[src/rtl/alu_share_arbiter.sv]
// Round-robin arbiter sharing one registered ALU stage between two requesters.
// Latches the winner's op/operands at the unit input, waits LATENCY edges, returns the result with a done pulse.
module alu_share_arbiter #(
  parameter int unsigned W       = 8,
  parameter int unsigned LATENCY = 1
) (
  input  logic         p_reset,
  input  logic         m_clock,
  input  logic         req0,
  input  logic [2:0]   op0,
  input  logic [W-1:0] a0,
  input  logic [W-1:0] b0,
  output logic         done0,
  output logic [W-1:0] res0,
  input  logic         req1,
  input  logic [2:0]   op1,
  input  logic [W-1:0] a1,
  input  logic [W-1:0] b1,
  output logic         done1,
  output logic [W-1:0] res1,
  output logic [2:0]   alu_op,
  output logic [W-1:0] alu_a,
  output logic [W-1:0] alu_b,
  input  logic [W-1:0] alu_f,
  output logic         busy
);

  // Counter must reach LATENCY and tolerate the increment on the capture edge.
  localparam int unsigned CW = $clog2(LATENCY + 2);

  typedef enum logic [1:0] {
    IDLE = 2'd0,
    WAIT = 2'd1,
    RESP = 2'd2
  } state_t;

  typedef struct packed {
    logic [2:0]   op;
    logic [W-1:0] a;
    logic [W-1:0] b;
  } alu_cmd_t;

  state_t        state_q, state_d;
  alu_cmd_t      cmd_q, cmd_d;
  alu_cmd_t      cmd0_c, cmd1_c;
  logic          gnt_q, gnt_d;
  logic          last_q, last_d;
  logic          pick_c;
  logic [CW-1:0] cnt_q, cnt_d;
  logic [W-1:0]  res0_d, res1_d;
  logic          done0_d, done1_d;
  logic          busy_d;

  assign cmd0_c = alu_cmd_t'{op: op0, a: a0, b: b0};
  assign cmd1_c = alu_cmd_t'{op: op1, a: a1, b: b1};

  // On a tie the requester not served last wins; otherwise whoever is asking.
  assign pick_c = (req0 && req1) ? ~last_q : req1;

  assign alu_op = cmd_q.op;
  assign alu_a  = cmd_q.a;
  assign alu_b  = cmd_q.b;

  always_comb begin
    state_d = state_q;
    cmd_d   = cmd_q;
    gnt_d   = gnt_q;
    last_d  = last_q;
    cnt_d   = cnt_q;
    res0_d  = res0;
    res1_d  = res1;
    done0_d = 1'b0;
    done1_d = 1'b0;

    case (state_q)
      IDLE: begin
        if (req0 || req1) begin
          gnt_d   = pick_c;
          last_d  = pick_c;
          cmd_d   = pick_c ? cmd1_c : cmd0_c;
          cnt_d   = '0;
          state_d = WAIT;
        end
      end
      WAIT: begin
        cnt_d = cnt_q + CW'(1);
        if (cnt_q == CW'(LATENCY)) begin
          if (gnt_q) begin
            res1_d  = alu_f;
            done1_d = 1'b1;
          end else begin
            res0_d  = alu_f;
            done0_d = 1'b1;
          end
          state_d = RESP;
        end
      end
      RESP: begin
        state_d = IDLE;
      end
      default: begin
        state_d = IDLE;
      end
    endcase

    busy_d = (state_d != IDLE);
  end

  always_ff @(posedge m_clock or posedge p_reset) begin
    if (p_reset) begin
      state_q <= IDLE;
      cmd_q   <= '0;
      gnt_q   <= 1'b0;
      last_q  <= 1'b1;
      cnt_q   <= '0;
      res0    <= '0;
      res1    <= '0;
      done0   <= 1'b0;
      done1   <= 1'b0;
      busy    <= 1'b0;
    end else begin
      state_q <= state_d;
      cmd_q   <= cmd_d;
      gnt_q   <= gnt_d;
      last_q  <= last_d;
      cnt_q   <= cnt_d;
      res0    <= res0_d;
      res1    <= res1_d;
      done0   <= done0_d;
      done1   <= done1_d;
      busy    <= busy_d;
    end
  end

endmodule

[config.mk]
export PLATFORM = sky130hd
export DESIGN_NAME = alu_share_arbiter
export DESIGN_NICKNAME = d
export VERILOG_FILES = /design/src/rtl/alu_share_arbiter.sv
export SDC_FILE = /design/constraint.sdc
export NUM_CORES = 1
export LEC_CHECK = 0
export CAP_MARGIN = 30
export CORE_ASPECT_RATIO = 0.9
export CORE_MARGIN = 3
export CORE_UTILIZATION = 41
export DETAILED_ROUTE_END_ITERATION = 6
export HOLD_SLACK_MARGIN = 0.15
export PLACE_DENSITY = 0.89
export SLEW_MARGIN = 15
export SYNTH_ARGS = -nofsm -noshare
export SYNTH_HDL_FRONTEND = slang
export SYNTH_SLANG_ARGS = --single-unit
[constraint.sdc]
create_clock -name m_clock -period 2.01 [get_ports m_clock]
set_input_delay 0.402 -clock m_clock [delete_from_list [all_inputs] [get_ports m_clock]]
set_output_delay 0.402 -clock m_clock [all_outputs]
set_load 0.005 [all_outputs]
# Word-level counts from Yosys, hierarchy flattened
# Cells that the tools add are included.
dict set report op_classes {
  muxes 13
  n_eq_ne 3
  add_sub_neg 1
  bitwise_logic 2
  n_reduce_logical 9
}
# operator n
set op_table {}
lappend op_table {{$mux 19} 1}
lappend op_table {{$pmux 2 s2} 2}
lappend op_table {{$mux 1} 7}
lappend op_table {{$mux 2} 3}
lappend op_table {{$reduce_and 3->1} 2}
lappend op_table {{$eq 2x1->1 const B} 2}
lappend op_table {{$reduce_and 2->1} 2}
lappend op_table {{$reduce_bool 2->1} 2}
lappend op_table {{$add 2x1->2 const B} 1}
lappend op_table {{$logic_not 2->1} 1}
lappend op_table {{$ne 2x2->1 const B} 1}
lappend op_table {{$not 1->1} 2}
lappend op_table {{$logic_and 1x1->1} 1}
lappend op_table {{$logic_or 1x1->1} 1}
dict set report word_totals {
  output_inout_bits 38
  elab_cells 40
  register_bits 44
  inputBits 50
}

# Logic depth before layout (Yosys ltp)
# Gate-level depths: netlist of run 1.
dict set report depth {
  depth_word 4
  mapped_depth 5
  mapped_depth_nobuf 4
}

# Least setup slack after synthesis of run 1
# No wires, ideal clock.
dict set report synth_timing {
  kind {register to register}
  startpoint {register last_q}
  endpoint {register cmd_q (netlist bit alu_a[0])}
  arrival_ns 1.362
  n_path_buf 1
  synth_period_minus_slack_ns 1.486
  t_required_ns 1.885
  path_slack_ns 0.524
  setup_time_ns 0.125
  stages_incl_launch_ff 5
  cell_sequence {dfstp_2 a21bo_2 buf_6 mux2_4 mux2_2}
}
dict set report synth_via {
  elab_chain_len 3
}
# element line
set synth_rtl {}
lappend synth_rtl {{from (decl)} 47} ;# logic last_q, last_d;
lappend synth_rtl {{from (signal assigned)} 125} ;# last_q <= last_d;
lappend synth_rtl {{$not 1->1} 58} ;# assign pick_c = (req0 && req1) ? ~last_q : req1;
lappend synth_rtl {{$mux 1} 58}
lappend synth_rtl {{$mux 19} 80} ;# cmd_d = pick_c ? cmd1_c : cmd0_c;
lappend synth_rtl {{to (signal assigned)} 123} ;# cmd_q <= cmd_d;
lappend synth_rtl {{to (decl)} 44} ;# alu_cmd_t cmd_q, cmd_d;
# No other way between the ends.
# A chain may end at the register's enable or synchronous reset.

# Final worst setup path of run 1
dict set report layout_timing {
  startpoint {input port req1}
  endpoint {register cmd_q (netlist bit alu_b[1])}
}
dict set report layout_via {
  elab_chain_len 3
  word_cells_on_any_way 5
  classes_between {2 x mux; 3 x reduce/logical}
}
# element line
set layout_rtl {}
lappend layout_rtl {{from (decl)} 15} ;# input logic req1,
lappend layout_rtl {{$logic_and 1x1->1} 58}
lappend layout_rtl {{$mux 1} 58}
lappend layout_rtl {{$mux 19} 80}
# Several ways; a longest one is shown, not always the timed one.

==> results.json, run 1 <==
{
  "core-area_um2": 4290,
  "dp_hpwl_um": 3450,
  "cts_made_buffers": 5,
  "reg2reg_from": "last_q$_DFFE_PP1P_",
  "drive_above_1_share_pct": 29.3,
  "cts_tree": "built",
  "cp.required_ps": 2190,
  "cp_cell_sequence": "clkdlybuf4s50_1 > a21bo_2 > mux2_1 > mux2_2",
  "final_util_pct": 70.5,
  "gr-total-overflow": 0,
  "slew_headroom_pct": 58.7,
  "critPathLaunchType": "input pin",
  "yosys_warnings": 0,
  "drt-wirelength-per-cell_um": 15.4,
  "critPathTopFamily": "multiplexers",
  "clockRootBuffer": "clkbuf_8",
  "cap_viol_max_count": 0,
  "grt_usage_pct": 17.0,
  "grt_pass1_vias": 1477,
  "startpoint": "req1",
  "criticalPathCategory": "in -> reg",
  "ir_worst_vdd_mv": 0.871,
  "synth.avg_cell_area_um2": 15.3,
  "netlist_instances": 126,
  "endpoint_kind": "flop",
  "detail_route.iter0.violations": 31,
  "clk_pin_slew_ps": 80,
  "yosys-top-cells-area": "dfrtp_1 (56%), mux2_2 (21%), mux2_4 (7.8%)",
  "combPwrFrac_pct": 45.9,
  "die_width_um": 78.2,
  "seq_power_share_pct": 37.0,
  "worstMarginPinSlew_ps": 619,
  "syn_nets": 177,
  "die_h_um": 71.0,
  "power.density_nw_per_um2": 1400,
  "drc_errors": 0,
  "cp.arrival_ps": 2090,
  "ios": 88,
  "ys_seq_elements": 44,
  "finalHoldViolations": 0,
  "fin_setup_tns_ps": 0,
  "grt_start_max_net_pins": 21,
  "die_area_um2": 5550,
  "cp_slowest_cell": "a21bo_2",
  "areaGrowthSynthToFinish_pct": 57.6,
  "max_freq_mhz": 523,
  "rsz0062_at_grt": "no",
  "cts.sinks": 44,
  "period_needed_ps": 1910,
  "finalMaxSlewViolations": 0,
  "timing.final.ws_setup_ps": 97.5,
  "hold_class": "in -> async",
  "clk_latency_ps": 290,
  "cpPeakStageDelay_ps": 620,
  "io_buffers": 87,
  "fin_crit_sh_pct": 95.1,
  "ys_seq_area_share_pct": 57.4,
  "status": "completed",
  "detail_route.vias_per_cell": 4.71,
  "critPathBufInv": 1,
  "power.internal_w": 0.00310,
  "cts_buffer_depth": 2,
  "finalSetupViolCount": 0,
  "num_vias": 1342,
  "post-cts-setup-buffers": 0,
  "netlist_area_um2": 1920,
  "grt_pass1_wl_um": 7330,
  "clock_skew_ps": 2.34,
  "wirelength_um": 4400,
  "drt_first_pass_iters": 4,
  "power_switching_share_pct": 26.9,
  "htree_num_levels": 2,
  "yosysTopAreaCell": "dfrtp_1",
  "ant_nets": 0,
  "synthDistinctLibCells": 24,
  "cellLeakagePower_nw": 1.31,
  "start_util_pct": 44.8,
  "antenna_found_initial": 0,
  "fin_nets": 275,
  "clkPwrFrac_pct": 17.1,
  "p_sw_w": 0.00114,
  "dp_slack_ps": -215,
  "num_antenna_cells": 0,
  "cts_repair_resize_count": 0,
  "synth_top_area_share_pct": 56.0,
  "rows": 22,
  "cp_max_fo": 20,
  "gp_congestion": 0.715,
  "hold_buffers": 0
}
-- routing by layer --
layer  wire length (µm)  track usage (%)  vias up
met5                  0                0        -
met1               1930             20.9      647
li1                   -                -      637
met3                355             7.63        2
met2               2110             27.8       56
met4                 10             3.50        0
-- cells in the mapped netlist --
library cell and count:
a31oi_1 1, a21o_1 2, nor2b_1 1, buf_2 3
nor3b_1 1, buf_6 2, mux2_4 10, ha_1 1
mux2_1 9, nand2_1 1, and2_1 2, nor3_1 1
o21ai_0 1, nand2b_1 1, a21oi_1 1, dfrtp_1 43
nand3_1 1, nor2_1 3, o21ai_1 1, mux2_2 35
inv_1 3, a31o_2 1, a21bo_2 1, dfstp_2 1
-- sequential cells by signal (all words and copies together), names as in the netlist, 2 cells and up --
name	cells
alu_op	3
alu_b	8
alu_a	8
res1	8
cnt_q	2
state_q	2
res0	8
-- worst reg2reg max path, stage by stage, from the launching register on --
cell     delay (ps)
dfstp_2         560
a21bo_2         540
mux2_1          380
mux2_2          260
-- power groups by stage --
stage                     clock network [W]  logic, W  registers [W]
after global routing               0.000780   0.00210        0.00164
after floorplan                           0  0.000864        0.00160
after global placement                    0   0.00192        0.00157
final                              0.000723   0.00195        0.00157
after CTS                          0.000748   0.00198        0.00158
after detailed placement                  0   0.00196        0.00159
-- area by class of cell --
type | instances | area, µm²
Sequential cell | 44 | 1100
Clock inverter | 1 | 30.0
Inverter | 3 | 11.3
Timing Repair Buffer | 96 | 938
Clock buffer | 7 | 96.3
Fill cell | 313 | 1270
Multi-Input combinational cell | 74 | 774
Tap cell | 60 | 75.1
-- kinds of logic (layout without fill, tap and decap cells) --
group	Yosys count	count (layout)	share of synthesized area, %
muxes	54	54	33.6
DFF	44	44	57.4
and+or+nand+nor	11	11	2.99
AOI/OAI and AO/OA	8	8	2.86
buffers and inverters	8	107	2.54
adders and majority gates	1	1	0.651
-- through the flow --
step / cell area, µm² / hold slack, ps / cells / power [W]
finish: 3030 / 348 / 285 / 0.00424
CTS: 3030 / 341 / 285 / 0.00430
global placement: 2900 / 487 / 277 / 0.00349
floorplan: 1920 / 472 / 126 / 0.00246
detailed placement: 2900 / 493 / 277 / 0.00356
global route: 3030 / 351 / 285 / 0.00452
-- cells in the final DEF, fill, tap and decap left out, drive strengths merged, types with 2 or more instances in the layout --
master / count
and2: 2
dfrtp: 43
buf: 9
mux2: 54
inv: 2
nor2: 3
clkbuf: 7
a21o: 2
o21ai: 2
clkdlybuf4s50: 87
-- worst paths after layout --
check / to / slack (ps) / depth (start not counted)
min reg2reg: alu_a[4]$_DFFE_PP0P_ / 510 / 1
max in group asynchronous: last_q$_DFFE_PP1P_ / 1150 / 3
max reg2reg: alu_b[1]$_DFFE_PP0P_ / 170 / 3
max: alu_b[1]$_DFFE_PP0P_ / 100 / 4
min in group m_clock: alu_a[4]$_DFFE_PP0P_ / 510 / 1
min: res1[7]$_DFFE_PP0P_ / 350 / 2
No activity file was read; power rests on OpenSTA's default activity.
==> run 2, diff against run 1 <==
--- a/config.mk
+++ b/config.mk
@@ -9,6 +9,7 @@
 export CORE_ASPECT_RATIO = 0.9
 export CORE_MARGIN = 3
 export CORE_UTILIZATION = 41
+export CTS_CLUSTER_DIAMETER = 100
 export DETAILED_ROUTE_END_ITERATION = 6
 export HOLD_SLACK_MARGIN = 0.15
 export PLACE_DENSITY = 0.89
==> results of run 2 <==
Same layout as run 1: the final DEF is identical, and so are final timing and power.
==> run 3, diff against run 2 <==
--- a/config.mk
+++ b/config.mk
@@ -11,8 +11,10 @@
 export CORE_UTILIZATION = 41
 export CTS_CLUSTER_DIAMETER = 100
 export DETAILED_ROUTE_END_ITERATION = 6
+export GPL_ROUTABILITY_DRIVEN = 0
 export HOLD_SLACK_MARGIN = 0.15
 export PLACE_DENSITY = 0.89
+export SKIP_CTS_REPAIR_TIMING = 1
 export SLEW_MARGIN = 15
 export SYNTH_ARGS = -nofsm -noshare
 export SYNTH_HDL_FRONTEND = slang
==> results of run 3 <==
Same layout as run 1: the final DEF is identical, and so are final timing and power.
